`src/rtl/vga_fb_arbiter.sv`:
```
// Framebuffer arbiter: prefetches one scanline into a line buffer and lets a CPU
// share the framebuffer port. Optional CPU slot during fetch: VGA_FB_CPU_SLOT_EN.
module vga_fb_arbiter #(
  parameter int unsigned WORDS_PER_LINE = 80,
  parameter int unsigned LINES          = 480,
  parameter int unsigned ADDR_W         = 16,
  parameter int unsigned DATA_W         = 32
) (
  input  logic              clk,
  input  logic              rst_n,
  input  logic              line_start,
  input  logic              frame_start,
  input  logic [15:0]       line_y,
  input  logic              cpu_valid,
  output logic              cpu_ready,
  input  logic              cpu_we,
  input  logic [ADDR_W-1:0] cpu_addr,
  input  logic [DATA_W-1:0] cpu_wdata,
  output logic              cpu_rvalid,
  output logic [DATA_W-1:0] cpu_rdata,
  output logic              mem_en,
  output logic              mem_we,
  output logic [ADDR_W-1:0] mem_addr,
  output logic [DATA_W-1:0] mem_wdata,
  input  logic [DATA_W-1:0] mem_rdata,
  output logic              lb_we,
  output logic [15:0]       lb_addr,
  output logic [DATA_W-1:0] lb_wdata,
  output logic              fetch_done,
  output logic              overrun
);

  localparam int unsigned LB_W = 16;
  localparam logic [LB_W-1:0] LAST_WORD = LB_W'(WORDS_PER_LINE - 1);

  typedef enum logic {
    IDLE  = 1'b0,
    FETCH = 1'b1
  } state_e;

  state_e            state_q, state_d;
  logic [ADDR_W-1:0] base_q, base_d;
  logic [LB_W-1:0]   word_q, word_d;
  logic              overrun_q, overrun_d;
  logic              lb_we_q, lb_last_q, fetch_done_q, cpu_rvalid_q;
  logic [LB_W-1:0]   lb_addr_q;

  logic              cpu_grant, disp_grant, last_issue, cpu_slot, line_ok;
  logic [ADDR_W-1:0] line_base;

  assign line_ok   = 32'(line_y) < LINES;
  assign line_base = ADDR_W'(line_y) * ADDR_W'(WORDS_PER_LINE);

`ifdef VGA_FB_CPU_SLOT_EN
  // Slot counter runs only while fetching; every fourth fetch cycle belongs to the CPU.
  logic [1:0] slot_q, slot_d;

  assign slot_d   = (state_q == FETCH) ? slot_q + 2'd1 : 2'd0;
  assign cpu_slot = (slot_q == 2'd3);

  always_ff @(posedge clk or negedge rst_n) begin
    if (!rst_n) slot_q <= 2'd0;
    else        slot_q <= slot_d;
  end
`else
  assign cpu_slot = 1'b0;
`endif

  // Next-state, grant and overrun logic.
  always_comb begin
    state_d    = state_q;
    base_d     = base_q;
    word_d     = word_q;
    overrun_d  = overrun_q;
    cpu_grant  = 1'b0;
    disp_grant = 1'b0;
    last_issue = 1'b0;
    case (state_q)
      IDLE: begin
        cpu_grant = cpu_valid & rst_n;
        if (line_start && line_ok) begin
          state_d = FETCH;
          base_d  = line_base;
          word_d  = '0;
        end
      end
      FETCH: begin
        cpu_grant  = cpu_slot & cpu_valid & rst_n;
        disp_grant = ~cpu_grant;
        if (disp_grant) begin
          word_d = word_q + LB_W'(1);
          if (word_q == LAST_WORD) begin
            last_issue = 1'b1;
            state_d    = IDLE;
          end
        end
      end
      default: state_d = IDLE;
    endcase
    if (frame_start)                     overrun_d = 1'b0;
    if (line_start && state_q == FETCH)  overrun_d = 1'b1;
  end

  always_ff @(posedge clk or negedge rst_n) begin
    if (!rst_n) begin
      state_q      <= IDLE;
      base_q       <= '0;
      word_q       <= '0;
      overrun_q    <= 1'b0;
      lb_we_q      <= 1'b0;
      lb_addr_q    <= '0;
      lb_last_q    <= 1'b0;
      fetch_done_q <= 1'b0;
      cpu_rvalid_q <= 1'b0;
    end else begin
      state_q      <= state_d;
      base_q       <= base_d;
      word_q       <= word_d;
      overrun_q    <= overrun_d;
      lb_we_q      <= disp_grant;
      lb_addr_q    <= disp_grant ? word_q : lb_addr_q;
      lb_last_q    <= last_issue;
      fetch_done_q <= lb_last_q;
      cpu_rvalid_q <= cpu_grant & ~cpu_we;
    end
  end

  // Memory port is driven in the grant cycle; read data is steered one cycle later.
  assign cpu_ready  = cpu_grant;
  assign mem_en     = cpu_grant | disp_grant;
  assign mem_we     = cpu_grant & cpu_we;
  assign mem_addr   = disp_grant ? base_q + ADDR_W'(word_q) :
                      (cpu_grant ? cpu_addr : '0);
  assign mem_wdata  = (cpu_grant && cpu_we) ? cpu_wdata : '0;
  assign lb_we      = lb_we_q;
  assign lb_addr    = lb_addr_q;
  assign lb_wdata   = lb_we_q ? mem_rdata : '0;
  assign cpu_rvalid = cpu_rvalid_q;
  assign cpu_rdata  = cpu_rvalid_q ? mem_rdata : '0;
  assign fetch_done = fetch_done_q;
  assign overrun    = overrun_q;

endmodule

```
`config.mk`:
```
export PLATFORM = sky130hd
export DESIGN_NAME = vga_fb_arbiter
export DESIGN_NICKNAME = d
export VERILOG_FILES = /design/src/rtl/vga_fb_arbiter.sv
export SDC_FILE = /design/constraint.sdc
export NUM_CORES = 1
export LEC_CHECK = 0
export BUFFER_PORTS_ARGS = -buffer_cell sky130_fd_sc_hd__buf_2
export CORE_MARGIN = 1
export CORE_UTILIZATION = 44
export DETAILED_ROUTE_END_ITERATION = 12
export PLACE_DENSITY = 0.83
export SYNTH_ARGS = -nofsm -noshare
export SYNTH_HDL_FRONTEND = slang
export SYNTH_SLANG_ARGS = --single-unit
```
`constraint.sdc`:
```
create_clock -name clk -period 2.7 [get_ports clk]
set_input_delay 0.675 -clock clk [delete_from_list [all_inputs] [get_ports clk]]
set_output_delay 0.675 -clock clk [all_outputs]
set_load 0.01 [all_outputs]
```
---- Word-level counts from Yosys, hierarchy flattened ----
Index checks and enable logic that the tools add are counted.
storage, ports and cells
  register bits ........................... 50
  input bits .............................. 102
  output and inout port bits .............. 135
  logic and storage cells ................. 42
cells by class
  add/sub/neg operators ................... 2
  multipliers ............................. 1
  order comparisons ....................... 1
  equality and inequality tests ........... 2
  mux-type cells .......................... 16
  bitwise logic cells ..................... 6
  reduce and logical (&&, ||, !) cells .... 5
operators with widths
  operator                                                      count
  two-way mux 32 bit                                            3
  two-way mux 16 bit                                            3
  case mux 16 bit (2 select lines)                              1
  adder 16 x 1 -> 16 bit (second input constant)                1
  adder 16 bit                                                  1
  equality test 16 x 7 -> 1 bit (second input constant)         1
  less-than comparator 16 x 9 -> 1 bit (second input constant)  1
  multiplier 16 x 3 -> 12 bit (second input constant)           1
  two-way mux 1 bit                                             7
  case mux 1 bit (2 select lines)                               2
  bitwise AND 1 bit                                             3
  logical AND 1 bit                                             3
  != test 2 bit (second input constant)                         1
  inverter 1 bit                                                2
  AND reduction 2 bit                                           1
  nonzero test 2 bit                                            1
  bitwise OR 1 bit                                              1

---- Longest topological paths before layout ----
  word-level depth ........................ 4
  mapped depth ............................ 8

---- Least setup slack after synthesis ----
Ideal clock, no wire load.
  path kind ............................... reg2out
  start point ............................. reg word_q[4]
  end point ............................... out mem_addr[12]
  data arrival time ....................... 1.971 ns
  data required time ...................... 2.025 ns
  path slack .............................. 0.054 ns
  stages on the path, launching flop included .. 9
  path buffers ............................ 0
  cell sequence ........................... dfrtp_1 -> ha_1 -> inv_1 -> fa_1 -> nor2b_4 -> o31ai_2 -> a211oi_1 -> nor3_1 -> o31ai_1
on the way
  longest elaborated chain between the ends .. 2
ends and longest elaborated chain
  what                    RTL line  text
  start, declared         43        logic [LB_W-1:0] word_q, word_d;
  start signal, assigned  118       word_q <= word_d;
  adder 16 bit            132       assign mem_addr = disp_grant ? base_q + ADDR_W'(word_q) :
  two-way mux 16 bit      132
  end, declared           23        output logic [ADDR_W-1:0] mem_addr,
No other way between the ends.

---- Worst setup path in the final report ----
  start point ............................. reg base_q[4]
  end point ............................... out mem_addr[10]
on the way
  longest elaborated chain between the ends .. 2
ends and longest elaborated chain
  what                    RTL line  text
  start, declared         42        logic [ADDR_W-1:0] base_q, base_d;
  start signal, assigned  117       base_q <= base_d;
  adder 16 bit            132
  two-way mux 16 bit      132
No other way between the ends.

==> out/metrics.cfg <==
[run_status]
outcome=complete, but fails checks
violations=negative setup slack

[logic_synthesis]
synth_cells=417
synth.distinct_cells=52
synth-seq-cells=50
syn_area_sq_mm=0.00380
synth_top_family_by_area=simple AND/OR/NAND/NOR gates
synth.avg_cell_area_sq_um=9.12
synth.area.mux_share_pct=7.34
yosysTopAreaCell=dfrtp_1
synth_compound_area_share_pct=13.7
synth.area.top_cells=dfrtp_1 (33%), and2_1 (11%), ha_1 (9.5%), and3_1 (5.6%), mux2_2 (4.4%)
synth_xor_area_share_pct=3.69
ys_seq_area_share_pct=32.9
synthArstFlopShare_pct=100
yosys_most_used_dff=dfrtp_1
synth_nets=550
synth_top_area_share_pct=32.9
synthSimpleGateAreaFrac_pct=28.7
yosysWarningCount=0
synth-edff-count=0
synth_adder_area_share_pct=10.6

[global_routing]
grt_max_degree=51
grt_pass1_vias=4118
grt_usage_pct=32.9
antenna_found_initial=0
overflow=0
grt_first_pass_wirelength_um=22400

[placement]
gp_congestion=0.962
dp_hpwl_um=11700
dp_cells=758
io_buffers=236

[floorplan]
die_x_um=95.0
core_sq_mm=0.00830
die_h_um=95.0
std_cell_rows=33
initial_core_util_pct=45.8
die_area_sq_mm=0.00902
io_pins=237

[timing]
fin_crit_sh_pct=110
finalHoldViolCount=0
drv_slew=0
max-slew-margin-rel_pct=49.8
clock.fmax_ghz=0.336
setup_viol=7
rsz0062_at_grt=yes
worst_pin_slew_ps=752
finalCriticalPeriod_ps=2970
setup_ws_ps=-272
skew_ps=10.6
fin_tns_setup_ps=-1160

[critical_path]
worstPathRequired_ps=2030
regToRegSetupSlack_ps=650
critPathCaptureType=output pin
ff2ff_path_depth=6
path_max_fanout=3
regToRegStartpoint=state_q
cp.arrival_ps=2300
critPathLaunchType=flip-flop
r2r_end=word_q[11]
critPathKind=flip-flop to output pin

[route]
wl_per_cell_um=19.3
first_iter_violations=374
ant_nets=0
route.vias.total=4354
drc=0
drt-total-wl_um=14900
via_per_inst=5.63
drt_pre_antenna_iters=5

[min_path]
holdCritStartpoint=lb_last_q
min-delay-path-class=flip-flop to flip-flop
holdPathStages=0
whs_endpoint=fetch_done

[cells_and_area]
final_cells=773
fin_nets=800
drive_gt1_share_pct=49.0
antenna_cells=0
syn_to_final_growth_pct=45.9
num-fill-cells=709

[flow_run]
drv_cap=0

[clock_tree]
cts_num_sinks=50
cts_buffers=5
cts_tree=done
clkTransAtPathRegs_ps=90
clk_latency_ps=310
root_buffer=clkbuf_8
h-tree-depth=2
clockBufferDepth=2

[power_and_ir_drop]
power_density_mw_per_mm2=612
max-vdd-ir-drop_mv=0.418
leakage_nw=3.12

synth_stat cells (all sizes together) (2+ instances only):
cell    count
or2         2
nand4       6
clkbuf     19
a211oi      6
buf         2
xnor2      10
o21ai      31
ha         29
nand2      38
o211ai      2
fa          2
nor3        2
mux2       21
o21a        2
a21oi      11
a22o        5
o31ai       5
and3       34
mux2i       2
nor4b       2
nor4        5
xor2        6
or3         2
a21o        7
and2       68
nor2        9
inv         9
dfrtp      50
nand3      15
placed cells by master, fill, tap and decap left out, types with 2 or more instances in the layout:
master	instances
o21ai_0	28
o31ai_1	2
o211ai_1	2
clkbuf_8	5
a22o_1	5
mux2i_1	2
or2_2	2
mux2_2	15
mux2_4	6
inv_1	8
nor4_1	2
nor4_4	2
dfrtp_1	50
o21ai_1	3
nand2_1	37
o31ai_2	2
a211oi_1	3
a21o_1	7
buf_4	26
or3_1	2
and2_1	68
a211oi_2	3
buf_2	234
xor2_1	6
o21a_1	2
nor2_1	8
nand4_1	6
nand3_1	14
and3_1	34
ha_4	8
nor3_1	2
ha_1	20
xnor2_1	10
buf_6	4
a21oi_2	3
a21oi_1	8
kinds of logic after synthesis:
kind of cell,after synthesis
muxes,23
AOI/OAI and AO/OA,80
xor gates and xnor gates,16
DFF,50
and+or+nand+nor,187
adders and majority gates,31
buffers and inverters,30
cell type report:
class / count / area, sq um / share of cell area (%)
clock buffers: 5 / 68.8 / 1.24
repair buffers: 264 / 1410 / 25.4
inverters: 9 / 33.8 / 0.609
flip-flops and latches: 50 / 1250 / 22.6
multi-input cells: 337 / 2610 / 47.0
well taps: 105 / 131 / 2.37
clock inverters: 3 / 43.8 / 0.789
sequential cells by signal, indices dropped and copies added (netlist names):
register	cells
word_q	16
state_q	1
base_q	12
lb_we	1
cpu_rvalid	1
fetch_done	1
lb_addr	16
lb_last_q	1
overrun	1
metrics by stage:
stage               area [sq um]  setup WS (ps)  utilization, %  total power [mW]  hold slack, ps
floorplan                   3800           54.1               -              1.98             331
global placement            5190           3.96            62.6              2.58             341
detailed placement          5190          -68.1            62.6              2.63             336
CTS                         5520           -217            66.5              3.33             358
global route                5550           -356            66.8              3.58             377
finish                      5550           -272            66.8              3.40             355
power by group:
| part | internal [mW] | switching (mW) | leakage, nW |
|---|---|---|---|
| combinational | 0.809 | 0.914 | 2.47 |
| sequential | 0.945 | 0.192 | 0.592 |
| clock | 0.278 | 0.258 | 0.0585 |
layer usage:
| layer | share of wire [%] | GRT usage [%] |
|---|---|---|
| met1 | 41 | 44.2 |
| met2 | 47 | 54.0 |
| met3 | 8.8 | 5.80 |
| met4 | 2.8 | 9.60 |
| met5 | 0 | 0 |
critical path, cell delays in order, from the launching register on:
cell and delay [ps]:
dfrtp_1 430, ha_4 190, inv_2 50, fa_2 220, nor2b_4 50, o31ai_4 290
a21oi_2 140, buf_4 160, o31ai_2 260, buf_2 190
timing repair:
item,in CTS,in global routing
setup endpoints to repair,7,8
pin swaps,16,10
resized for setup,24,6
setup buffers,7,0
hold buffers,0,0
gates cloned,0,0
worst max path at each step:
stage	from	end	slack (ps)	depth (start not counted)
6_report	base_q[4]	mem_addr[10]	-270	9
5_1_grt	base_q[4]	mem_addr[12]	-360	9
4_1_cts	word_q[4]	mem_addr[12]	-220	9
3_5_place_dp	line_y[1]	base_q[15]	-70	9
3_3_place_gp	base_q[4]	mem_addr[12]	4	9
2_1_floorplan	word_q[4]	mem_addr[12]	50	8
Note: power is estimated with default switching activity, not from simulation.
